## src/rtl/sweep_pkg.sv

```systemverilog
// Shared constants and FSM encoding for the PLA equivalence sweeper.
// Imported by the sweeper top and its range counter.
package sweep_pkg;

    localparam int N_IN_DEF   = 16;
    localparam int SETTLE_DEF = 2;
    localparam int SCW        = 4;

    typedef enum logic [1:0] {
        IDLE,
        HOLD,
        SAMPLE,
        FIN
    } state_t;

endpackage

```

## src/rtl/sweep_range_counter.sv

```systemverilog
// Vector counter: loads the low bound, steps on request and flags when
// it sits on the latched high bound (no reliance on overflow).
module sweep_range_counter
    import sweep_pkg::*;
#(
    parameter int N = N_IN_DEF
) (
    input  logic         clk,
    input  logic         rst,
    input  logic         load_i,
    input  logic         adv_i,
    input  logic [N-1:0] lo_i,
    input  logic [N-1:0] hi_i,
    output logic [N-1:0] val_o,
    output logic         last_o
);

    logic [N-1:0] val_q;
    logic [N-1:0] hi_q;

    always_ff @(posedge clk) begin
        if (rst) begin
            val_q <= '0;
            hi_q  <= '0;
        end else if (load_i) begin
            val_q <= lo_i;
            hi_q  <= hi_i;
        end else if (adv_i) begin
            val_q <= val_q + N'(1);
        end
    end

    assign val_o  = val_q;
    assign last_o = (val_q == hi_q);

endmodule

```

## src/rtl/pla_equiv_sweeper.sv

```systemverilog
// Walks an inclusive input range into two netlists, compares their outputs
// after a settle window and reports on-set count and first mismatch.
module pla_equiv_sweeper
    import sweep_pkg::*;
#(
    parameter int N_IN   = N_IN_DEF,
    parameter int SETTLE = SETTLE_DEF
) (
    input  logic            clk,
    input  logic            rst,
    input  logic            start,
    input  logic            stop_on_mismatch,
    input  logic [N_IN-1:0] range_lo,
    input  logic [N_IN-1:0] range_hi,
    output logic [N_IN-1:0] vec,
    input  logic            y_a,
    input  logic            y_b,
    output logic            busy,
    output logic            done,
    output logic            mismatch,
    output logic [N_IN-1:0] mismatch_vec,
    output logic [N_IN:0]   onset_cnt,
    output logic [N_IN:0]   vec_cnt
);

    localparam logic [SCW-1:0] RELOAD = SCW'(SETTLE - 1);
    localparam logic [SCW-1:0] S_ONE  = SCW'(1);
    localparam logic [N_IN:0]  C_ONE  = (N_IN + 1)'(1);

    state_t          state_q, state_d;
    logic [SCW-1:0]  settle_q, settle_d;
    logic            stop_q, stop_d;
    logic            mm_q, mm_d;
    logic [N_IN-1:0] mvec_q, mvec_d;
    logic [N_IN:0]   on_q, on_d;
    logic [N_IN:0]   vc_q, vc_d;
    logic            load;
    logic            adv;
    logic            last;
    logic            hit;

    sweep_range_counter #(.N(N_IN)) u_cnt (
        .clk    (clk),
        .rst    (rst),
        .load_i (load),
        .adv_i  (adv),
        .lo_i   (range_lo),
        .hi_i   (range_hi),
        .val_o  (vec),
        .last_o (last)
    );

    assign hit = (y_a != y_b) && !mm_q;

    always_comb begin
        state_d  = state_q;
        settle_d = settle_q;
        stop_d   = stop_q;
        mm_d     = mm_q;
        mvec_d   = mvec_q;
        on_d     = on_q;
        vc_d     = vc_q;
        load     = 1'b0;
        adv      = 1'b0;
        unique case (state_q)
            IDLE: begin
                if (start) begin
                    mm_d   = 1'b0;
                    mvec_d = '0;
                    on_d   = '0;
                    vc_d   = '0;
                    if (range_lo <= range_hi) begin
                        load     = 1'b1;
                        stop_d   = stop_on_mismatch;
                        settle_d = RELOAD;
                        state_d  = HOLD;
                    end else begin
                        state_d  = FIN;
                    end
                end
            end
            HOLD: begin
                if (settle_q == '0) state_d = SAMPLE;
                else settle_d = settle_q - S_ONE;
            end
            SAMPLE: begin
                vc_d = vc_q + C_ONE;
                if (y_a) on_d = on_q + C_ONE;
                if (hit) begin
                    mm_d   = 1'b1;
                    mvec_d = vec;
                end
                // A stop request only ends the sweep on the first mismatch.
                if (last || (hit && stop_q)) begin
                    state_d = FIN;
                end else begin
                    adv      = 1'b1;
                    settle_d = RELOAD;
                    state_d  = HOLD;
                end
            end
            FIN:     state_d = IDLE;
            default: state_d = IDLE;
        endcase
    end

    always_ff @(posedge clk) begin
        if (rst) begin
            state_q  <= IDLE;
            settle_q <= '0;
            stop_q   <= 1'b0;
            mm_q     <= 1'b0;
            mvec_q   <= '0;
            on_q     <= '0;
            vc_q     <= '0;
        end else begin
            state_q  <= state_d;
            settle_q <= settle_d;
            stop_q   <= stop_d;
            mm_q     <= mm_d;
            mvec_q   <= mvec_d;
            on_q     <= on_d;
            vc_q     <= vc_d;
        end
    end

    assign busy         = (state_q == HOLD) || (state_q == SAMPLE);
    assign done         = (state_q == FIN);
    assign mismatch     = mm_q;
    assign mismatch_vec = mvec_q;
    assign onset_cnt    = on_q;
    assign vec_cnt      = vc_q;

endmodule

```

## config.mk

```make
export PLATFORM = sky130hd
export DESIGN_NAME = pla_equiv_sweeper
export DESIGN_NICKNAME = d
export VERILOG_FILES = /design/src/rtl/sweep_pkg.sv /design/src/rtl/sweep_range_counter.sv /design/src/rtl/pla_equiv_sweeper.sv
export SDC_FILE = /design/constraint.sdc
export NUM_CORES = 1
export LEC_CHECK = 0
export ABC_AREA = 1
export CAP_MARGIN = 5
export CORE_ASPECT_RATIO = 1.5
export CORE_MARGIN = 4
export CORE_UTILIZATION = 30
export CTS_CLUSTER_DIAMETER = 40
export DETAILED_ROUTE_END_ITERATION = 10
export GPL_TIMING_DRIVEN = 0
export HOLD_SLACK_MARGIN = 0.12
export PLACE_DENSITY_LB_ADDON = 0.15
export SETUP_SLACK_MARGIN = 0.2
export SLEW_MARGIN = 20
export SYNTH_ARGS = -nofsm -noshare
export SYNTH_HDL_FRONTEND = slang
export SYNTH_SLANG_ARGS = --single-unit
export TNS_END_PERCENT = 50
```

## constraint.sdc

```tcl
create_clock -name clk -period 4.9 [get_ports clk]
set_input_delay 0.735 -clock clk [delete_from_list [all_inputs] [get_ports clk]]
set_output_delay 0.735 -clock clk [all_outputs]
set_load 0.005 [all_outputs]
```

==> results by group <==
Clock tree
  • CTS tree: done
  • CTS buffer count: 9
  • H-Tree Depth: 3
  • Sinks on Clock Net: 90
  • Root buf cell: clkbuf_16
  • Worst-path clk slew: 0.08 ns
  • Post-CTS Setup Repair Bufs: 0
  • Worst-Skew Late Latency: 0.35 ns
  • Maximum clock path buffer count: 2
  • CTS resizes: 0
  • Hold_buf cts: 0

Drt
  • DR vias: 5135
  • Drt drc: 0
  • DRT Pass-1 Iters: 5
  • Via density: 4.67
  • WL final: 15600 um
  • DR iter-0 viols: 260
  • Post-DR wirelength/cell: 14.2 um
  • Post-DRT Antenna Nets: 0

Timing
  • Setup violators final: 0
  • Final count of pins violating max slew: 0
  • Total negative setup slack: 0 ns
  • Number of hold violations in the final report: 0
  • Fmax: 0.309 GHz
  • Worst Tran Pin Value: 0.623 ns
  • Max-slew headroom: 58.5%
  • Tmin final: 3.23 ns
  • RSZ-0062 raised after global routing: no
  • Clock skew: 0.0115 ns
  • Period utilization: 66.0%

Global routing
  • Number of global-route vias before repair: 5083
  • Antenna violations before repair: 0
  • All-Layer GR Usage: 16.3%
  • First-pass GRT wire length: 25000 um
  • GRT overflow: 0
  • Largest net degree at the start of global routing: 18

Synth
  • FFs w/ async S/R, synth: 0%
  • Top_reg_cell synth: dfxtp_1
  • Synth warn: 0
  • Avg Cell Area, Syn: 6.67 sq um
  • Top cell type's share of synthesized area: 35.2%
  • #FFs+latches synth: 90
  • Synth top area cells: dfxtp_1 (35%), nand2_1 (13%), inv_1 (8.8%)
  • Synth top cells by count: nand2_1 (177), inv_1 (120), dfxtp_1 (90), nand3_1 (83)
  • Mapped Nets: 832
  • Mapped Area: 0.00512 sq mm
  • Sequential cell area fraction in the yosys report: 35.2%
  • Post-synth EDFFs: 0
  • Synth Instances: 768
  • Yosys cell types: 32
  • Most common cell in the netlist: nand2_1
  • Leading area contributor after synthesis: dfxtp_1

Die
  • Floorplan row count: 58
  • CORE AREA: 0.0168 sq mm
  • Ports: 107
  • Starting density of the core: 30.6%
  • Die area: 0.0193 sq mm
  • Die height: 168 um
  • Die Wd: 115 um

Run status
  • Outcome: complete, no violations

Worst hold path
  • Worst Hold Class: reg2reg
  • Hold Startpoint: stop_q

Finish
  • # diodes: 0
  • Layout cells sized above 1: 5.28%
  • Layout net count: 949
  • P&R area growth vs syn: 31.9%
  • Fill cell count: 1811
  • Design area: 0.00676 sq mm
  • Finished Layout Cells: 1100

Pwr
  • Leakage power: 2.76 nW
  • VDD IR-drop max: 0.000162 V
  • Total power: 2.53 mW
  • PD cells: 374 mW/mm^2

Setup path
  • Critical Path End Type: flip-flop
  • Critical path class: in2reg
  • RR Startpoint: state_q[0]
  • Startpoint types: primary input
  • Critical path data required time: 5.17 ns
  • CP startpoint: range_hi[15]
  • Endpoint arrival time on the critical path: 3.51 ns
  • Critical path fanouts, max: 10
  • FF-to-FF setup slack: 2.53 ns

Placement
  • Inst Count DP: 1084
  • Dpl hpwl: 12600 um
  • Placer congestion estimate: 0.816
  • Area post-placement: 0.00645 sq mm
  • Port Buffers: 106

Job
  • Max cap viols: 0
[state kept, by name, summed over array words and instances, names as in the netlist]
| signal | count |
|---|---|
| onset_cnt | 17 |
| mismatch_vec | 16 |
| state_q | 2 |
| stop_q | 1 |
| mismatch | 1 |
| settle_q | 4 |
| u_cnt.val_o | 16 |
| u_cnt.hi_q | 16 |
| vec_cnt | 17 |
[metrics by stage]
stage                     utilization [%]  hold WS [ns]  setup WS [ns]
after detailed placement             38.5         0.458           1.32
after floorplan                         -         0.440           2.68
after global placement               38.5         0.450           1.23
after global routing                 40.3         0.488           1.43
final                                40.3         0.465           1.67
after CTS                            40.3         0.467           1.66
[cell usage in the layout (no fill, tap or decap), types with 8 or more instances in the layout]
cell type        count
ha_1                26
clkbuf_16            9
dfxtp_1             90
inv_1              120
o21ai_0             49
nand4_1             13
clkbuf_1            11
nand3_1             83
nor2_1              61
a21oi_1             61
nor3_1              18
xor2_1              15
clkdlybuf4s50_1    106
nand2_1            177
buf_2                8
[worst paths after layout]
check             depth (start not counted)               to
setup / recovery                         12    u_cnt.hi_q[8]
hold / removal                            2           stop_q
setup reg to reg                          9  mismatch_vec[7]
hold reg to reg                           2           stop_q
[final cells by class]
| class | instances | area (sq um) | share of cell area [%] |
|---|---|---|---|
| Tap cell | 210 | 263 | 3.89 |
| Clock inverter | 7 | 85.1 | 1.26 |
| Buffer | 22 | 100 | 1.48 |
| Inverter | 123 | 464 | 6.87 |
| Multi-Input combinational cell | 533 | 2760 | 40.8 |
| Clock buffer | 9 | 225 | 3.33 |
| Timing Repair Buffer | 106 | 1060 | 15.7 |
| Sequential cell | 90 | 1800 | 26.7 |
[kinds of logic (layout without fill, tap and decap cells)]
kind of cell | count (synthesis) | after routing | share of synthesized area (%)
and+or+nand+nor | 374 | 374 | 32.8
buffers and inverters | 145 | 267 | 11.0
AOI/OAI and AO/OA | 118 | 118 | 12.1
DFF | 90 | 90 | 35.2
adders and majority gates | 26 | 26 | 6.35
xor gates and xnor gates | 15 | 15 | 2.56
[where the power goes]
| group | switching [mW] | internal (mW) |
|---|---|---|
| Combinational | 0.558 | 0.337 |
| Sequential | 0.0850 | 0.813 |
| Clock | 0.330 | 0.407 |
| Total | 0.973 | 1.56 |
[critical path, stage by stage]
cell             delay, ns
clkdlybuf4s50_1       0.51
inv_1                 0.06
ha_1                  0.28
nand2_1               0.10
nor3_1                0.46
nand2_1               0.10
nand2_1               0.15
nand2_2               0.16
nand2_2               0.19
clkbuf_1              0.43
o21ai_0               0.17
a21oi_1               0.16
[layer usage]
layer / wire length (um) / global-route usage [%] / up-vias
met5: 0 / 0 / -
met4: 465 / 6.59 / 0
met3: 607 / 2.16 / 27
met2: 8090 / 30.9 / 121
met1: 6420 / 17.8 / 2281
li1: - / - / 2706
Note: power is estimated with default switching activity, not from simulation.
